### src/rtl/rf_wb_arbiter.sv
// rtl/rf_wb_arbiter.sv - register-file write-port controller: zero-clear then round-robin writeback arbitration
// Optional: define RF_WB_ZERO_GUARD_EN to keep r0 hardwired to zero outside INIT.
module rf_wb_arbiter #(
  parameter int NUM_REQ = 3,
  parameter int ADDR_W  = 6,
  parameter int DATA_W  = 32
) (
  input  logic                      clk,
  input  logic                      reset_n,
  input  logic [NUM_REQ-1:0]        req_valid,
  input  logic [NUM_REQ*ADDR_W-1:0] req_addr,
  input  logic [NUM_REQ*DATA_W-1:0] req_data,
  output logic [NUM_REQ-1:0]        req_ready,
  input  logic                      soft_clear,
  input  logic                      rf_stall,
  output logic                      rf_write_en,
  output logic [ADDR_W-1:0]         rf_waddr,
  output logic [DATA_W-1:0]         rf_wdata,
  output logic                      init_done
);
  localparam int PTR_W = (NUM_REQ > 1) ? $clog2(NUM_REQ) : 1;
  localparam logic [ADDR_W-1:0] LAST_ADDR = {ADDR_W{1'b1}};

  typedef enum logic {S_INIT, S_RUN} state_t;
  state_t state, state_nxt;

  logic [ADDR_W-1:0]  clr_cnt;
  logic [PTR_W-1:0]   rr_ptr;
  logic               out_valid;
  logic [ADDR_W-1:0]  out_addr;
  logic [DATA_W-1:0]  out_data;
  logic               clr_pend;

  logic [NUM_REQ-1:0] grant;
  logic [PTR_W-1:0]   grant_idx;
  logic               found;
  int unsigned        idx;
  logic               can_accept;
  logic               accept;
  logic               retire;
  logic               load_ok;
  logic [ADDR_W-1:0]  sel_addr;
  logic [DATA_W-1:0]  sel_data;
  logic [PTR_W-1:0]   next_ptr;

  // Round-robin search starting at rr_ptr, wrapping at NUM_REQ
  always_comb begin
    grant     = '0;
    grant_idx = '0;
    found     = 1'b0;
    idx       = 0;
    for (int k = 0; k < NUM_REQ; k++) begin
      idx = (int'(rr_ptr) + k) % NUM_REQ;
      if (!found && req_valid[idx]) begin
        found      = 1'b1;
        grant[idx] = 1'b1;
        grant_idx  = PTR_W'(idx);
      end
    end
  end

  assign can_accept = ~out_valid | ~rf_stall;
  assign accept     = |req_ready;
  assign retire     = (state == S_RUN) & out_valid & ~rf_stall;
  assign sel_addr   = req_addr[grant_idx*ADDR_W +: ADDR_W];
  assign sel_data   = req_data[grant_idx*DATA_W +: DATA_W];
  assign next_ptr   = (grant_idx == PTR_W'(NUM_REQ - 1)) ? '0 : grant_idx + 1'b1;

`ifdef RF_WB_ZERO_GUARD_EN
  assign load_ok = (sel_addr != '0);
`else
  assign load_ok = 1'b1;
`endif

  always_ff @(posedge clk or negedge reset_n) begin
    if (!reset_n) state <= S_INIT;
    else          state <= state_nxt;
  end

  always_comb begin
    state_nxt = state;
    case (state)
      S_INIT:  if (!rf_stall && clr_cnt == LAST_ADDR) state_nxt = S_RUN;
      S_RUN:   if (clr_pend && !out_valid)           state_nxt = S_INIT;
      default: state_nxt = S_INIT;
    endcase
  end

  // Write enable is gated by reset_n so the port is quiet while reset is held
  always_comb begin
    req_ready   = '0;
    rf_write_en = 1'b0;
    rf_waddr    = '0;
    rf_wdata    = '0;
    init_done   = 1'b0;
    case (state)
      S_INIT: begin
        rf_write_en = reset_n & ~rf_stall;
        rf_waddr    = clr_cnt;
      end
      S_RUN: begin
        init_done   = 1'b1;
        req_ready   = grant & {NUM_REQ{can_accept & ~clr_pend}};
        rf_write_en = out_valid & ~rf_stall;
        rf_waddr    = out_addr;
        rf_wdata    = out_data;
      end
      default: ;
    endcase
  end

  always_ff @(posedge clk or negedge reset_n) begin
    if (!reset_n) begin
      clr_cnt   <= '0;
      rr_ptr    <= '0;
      out_valid <= 1'b0;
      out_addr  <= '0;
      out_data  <= '0;
      clr_pend  <= 1'b0;
    end else if (state == S_INIT) begin
      if (!rf_stall) clr_cnt <= clr_cnt + 1'b1;
    end else begin
      if (retire) out_valid <= 1'b0;
      if (accept) begin
        out_valid <= load_ok;
        out_addr  <= sel_addr;
        out_data  <= sel_data;
        rr_ptr    <= next_ptr;
      end
      if (soft_clear) clr_pend <= 1'b1;
      if (clr_pend && !out_valid) clr_pend <= 1'b0;
    end
  end
endmodule

### config.mk
export PLATFORM = sky130hd
export DESIGN_NAME = rf_wb_arbiter
export DESIGN_NICKNAME = d
export VERILOG_FILES = /design/src/rtl/rf_wb_arbiter.sv
export SDC_FILE = /design/constraint.sdc
export NUM_CORES = 1
export LEC_CHECK = 0
export ABC_AREA = 0
export CAP_MARGIN = 10
export CORE_ASPECT_RATIO = 1.4
export CORE_MARGIN = 2
export CORE_UTILIZATION = 37
export CTS_CLUSTER_DIAMETER = 100
export DETAILED_ROUTE_END_ITERATION = 16
export GPL_ROUTABILITY_DRIVEN = 0
export GPL_TIMING_DRIVEN = 1
export PLACE_DENSITY = 0.9
export SLEW_MARGIN = 10
export SYNTH_ARGS = -nofsm -noshare
export SYNTH_HDL_FRONTEND = slang
export SYNTH_SLANG_ARGS = --single-unit
### constraint.sdc
create_clock -name clk -period 2.5 [get_ports clk]
set_clock_uncertainty 0.15 [all_clocks]
set_input_delay 0.5 -clock clk [delete_from_list [all_inputs] [get_ports clk]]
set_output_delay 0.5 -clock clk [all_outputs]
set_load 0.1 [all_outputs]
==> results.py <==
metrics = {
    "outcome": {
        "status": "finished with violations",
        "violations": "setup timing",
    },
    "place": {
        "dpl_cell_area_um2": 5680,
        "hpwl_mm": 8.03,
        "place_inst": 572,
        "portBuffers": 163,
        "pre_cts_ws_ns": -0.675,
    },
    "worst_setup_path": {
        "worst_setup_path_start_kind": "register",
        "worstSetupPathDepth": 9,
        "path_cells": "inv_2 -> ha_4 -> buf_6 -> mux2i_4 -> and3_4 -> a2bb2oi_2 -> a211oi_4 -> buf_4 -> buf_12",
        "critPathBufInv": 4,
        "cpPeakStageDelay_ns": 0.41,
        "crit_family": "buffers and inverters",
        "rr_startpoint": "rr_ptr[1]$_DFFE_PN0P_",
        "crit_path_end_kind": "output pin",
        "crit_required_ns": 1.85,
        "setup.worst_path.class": "reg -> out",
        "crit_slowest_cell": "dfrtp_1",
        "cp-startpoint": "rr_ptr[1]$_DFFE_PN0P_",
        "worst-path-max-fanout": 4,
        "cp_data_arrival_time_ns": 2.26,
        "r2r_cells": 12,
    },
    "die": {
        "die_y_um": 114,
        "die_area_um2": 9440,
        "rows": 40,
        "ios": 164,
        "initial_core_util": 0.377,
        "core_area_um2": 8510,
        "die_x_um": 82.7,
    },
    "grt": {
        "grt_usage": 0.244,
        "antenna_found_initial": 1,
        "grt_pass1_wl_mm": 17.5,
        "grt_max_degree": 50,
        "grt_overflow": 0,
        "grt_use_met1": 0.264,
        "grt_util_met2": 0.455,
        "use_met3": 0.0418,
        "gr-max-usage-layer": "met2",
        "grt_pass1_vias": 3480,
    },
    "power_and_ir_drop": {
        "p_sw_mw": 2.89,
        "power_frac_seq": 0.212,
        "leakage_nw": 2.72,
        "power_mw": 6.74,
        "combPwrFrac": 0.688,
        "power_density_nw_per_um2": 1090,
        "ir_drop_v": 0.000829,
        "pwr-share-clk": 0.100,
        "intPower_mw": 3.86,
        "swShare": 0.428,
    },
    "clock_tree": {
        "root_buffer": "clkbuf_16",
        "cts_tree": "built",
        "clock_latency_ns": 0.29,
        "clk_pin_slew_worst_paths_ns": 0.07,
        "htree_levels": 2,
        "clockBufferDepth": 2,
        "cts_buffers": 5,
        "clock_sinks": 49,
    },
    "detailed_routing": {
        "wl_per_cell_um": 20.5,
        "via_count": 3250,
        "wl_mm": 12.2,
        "viasPerCell": 5.47,
        "dr.pass1.iters": 4,
        "drcViolationCount": 0,
        "first_iter_violations": 138,
        "drt.antenna.violating_nets": 0,
    },
    "sta": {
        "slew_headroom": 0.544,
        "fin_crit_sh": 1.16,
        "finalHoldViolations": 0,
        "period_minus_slack_ns": 2.91,
        "setup_violations": 44,
        "finalMaxSlewViolations": 0,
        "rsz0062_at_grt": "yes",
        "setup_ws_ns": -0.410,
        "setup_tns_ns": -14.66,
        "worst_slew_pin_slew_ns": 0.684,
        "timing.fmax_ghz": 0.344,
    },
    "layout": {
        "final_nets": 613,
        "area.sequential_um2": 1230,
        "stdcell_count": 594,
        "layout_commonest_cell": "clkdlybuf4s50_1",
        "fin_area_um2": 6200,
        "n_fill_cell": 593,
        "syn_to_final_growth_pct": 93.4,
        "final_cell_mix": "116 x clkdlybuf4s50_1, 47 x dfrtp_1, 47 x buf_12, 38 x and2_1, 38 x a221o_1",
        "final_layout_size_suffix_gt1_frac": 0.412,
        "multi_input_area_um2": 2180,
    },
    "synth": {
        "synth_mux_area_frac": 0.187,
        "yosys.area_share.simple": 0.183,
        "synth_cell_types": 38,
        "synth-seq-cells": 49,
        "synth_area_um2": 3210,
        "synth_xor_area_frac": 0.0137,
        "syn-num-nets": 425,
        "synth_top_family_by_area": "multiplexers",
        "syn_inst": 299,
        "ys_seq_area_frac": 0.382,
        "syn_avg_cell_area_um2": 10.7,
        "ys_warn_count": 0,
        "synth-compound-area-share": 0.168,
        "synth_adder_area_share": 0.0195,
    },
    "flow_run": {
        "maxCapViolCount": 0,
    },
    "worst_hold_path": {
        "hold_class": "in -> async",
    },
}
-- final cells by class --
type	count	area share
multi-input cells	221	0.351
clock buffers	5	0.0202
diodes	1	0.000403
flip-flops and latches	49	0.198
well taps	105	0.0212
repair buffers	203	0.402
inverters	7	0.00424
clock inverters	3	0.00282
-- metrics by stage --
stage | util | hold slack [ns]
6_report | 0.729 | 0.201
5_1_grt | 0.729 | 0.270
4_1_cts | 0.707 | 0.238
3_5_place_dp | 0.668 | 0.331
3_3_place_gp | 0.668 | 0.317
2_1_floorplan | - | 0.0544
-- sequential cells by signal, summed over array words and instances, names as in the netlist --
signal and flops:
rr_ptr 2, out_valid 1, out_addr 6, state 1, clr_cnt 6, clr_pend 1, out_data 32
-- metal layers --
metal,up-vias,part of all wire
met1,1642,0.37
met5,-,0
met3,23,0.037
met4,0,0.027
met2,118,0.57
li1,1467,-
-- synth_stat cells (all sizes together) --
| master | n | area, um^2 |
|---|---|---|
| mux2 | 49 | 556 |
| o21ai | 6 | 30.0 |
| ha | 5 | 62.6 |
| nor2 | 5 | 18.8 |
| o21ba | 1 | 10.0 |
| a2bb2oi | 2 | 17.5 |
| mux2i | 3 | 42.5 |
| and3 | 3 | 18.8 |
| a31oi | 3 | 18.8 |
| nor3 | 2 | 15.0 |
| inv | 7 | 26.3 |
| nand4 | 2 | 12.5 |
| nand2 | 7 | 26.3 |
| clkbuf | 11 | 41.3 |
| a21boi | 2 | 15.0 |
| o21bai | 1 | 7.51 |
| a221o | 38 | 380 |
| a21oi | 3 | 15.0 |
| nor2b | 4 | 25.0 |
| buf | 12 | 83.8 |
| a211oi | 3 | 27.5 |
| dfrtp | 49 | 1230 |
| nand2b | 1 | 6.26 |
| xnor2 | 3 | 26.3 |
| o32ai | 1 | 16.3 |
| and2 | 71 | 444 |
| nand3b | 2 | 15.0 |
| xor2 | 2 | 17.5 |
| nand3 | 1 | 5.00 |
-- logic make-up (layout without fill, tap and decap cells) --
kind of cell | after synthesis | count (layout)
AND/OR/NAND/NOR | 98 | 99
multiplexers | 52 | 52
XOR/XNOR | 5 | 5
adder cells (fa/ha/maj) | 5 | 5
AO/OA/AOI/OAI | 60 | 60
buffers and inverters | 30 | 218
other | 0 | 1
flip-flops | 49 | 49
-- what timing repair did --
item	CTS	global route
gates cloned	2	4
endpoints found under the setup margin	44	44
hold buffers	0	0
buffers inserted	7	2
pin swaps	4	6
resized for setup	28	42
-- worst paths after layout --
check,end,slack [ns]
min,clr_pend$_DFFE_PN0P_,0.20
max in group asynchronous,rr_ptr[0]$_DFFE_PN0P_,1.48
max reg2reg,out_data[25]$_DFFE_PN0P_,-0.37
min in group clk,out_data[14]$_DFFE_PN0P_,0.35
min reg2reg,out_data[14]$_DFFE_PN0P_,0.35
max,req_ready[1],-0.41
-- power by group through the flow --
stage / Sequential, mW / Clock, mW / Combinational [mW]
after global placement: 1.38 / 0 / 3.89
final: 1.43 / 0.676 / 4.64
after detailed placement: 1.42 / 0 / 4.09
after global routing: 1.48 / 0.725 / 4.91
after floorplan: 1.33 / 0 / 2.77
after CTS: 1.41 / 0.693 / 4.38
(Power assumes the default switching activity.)
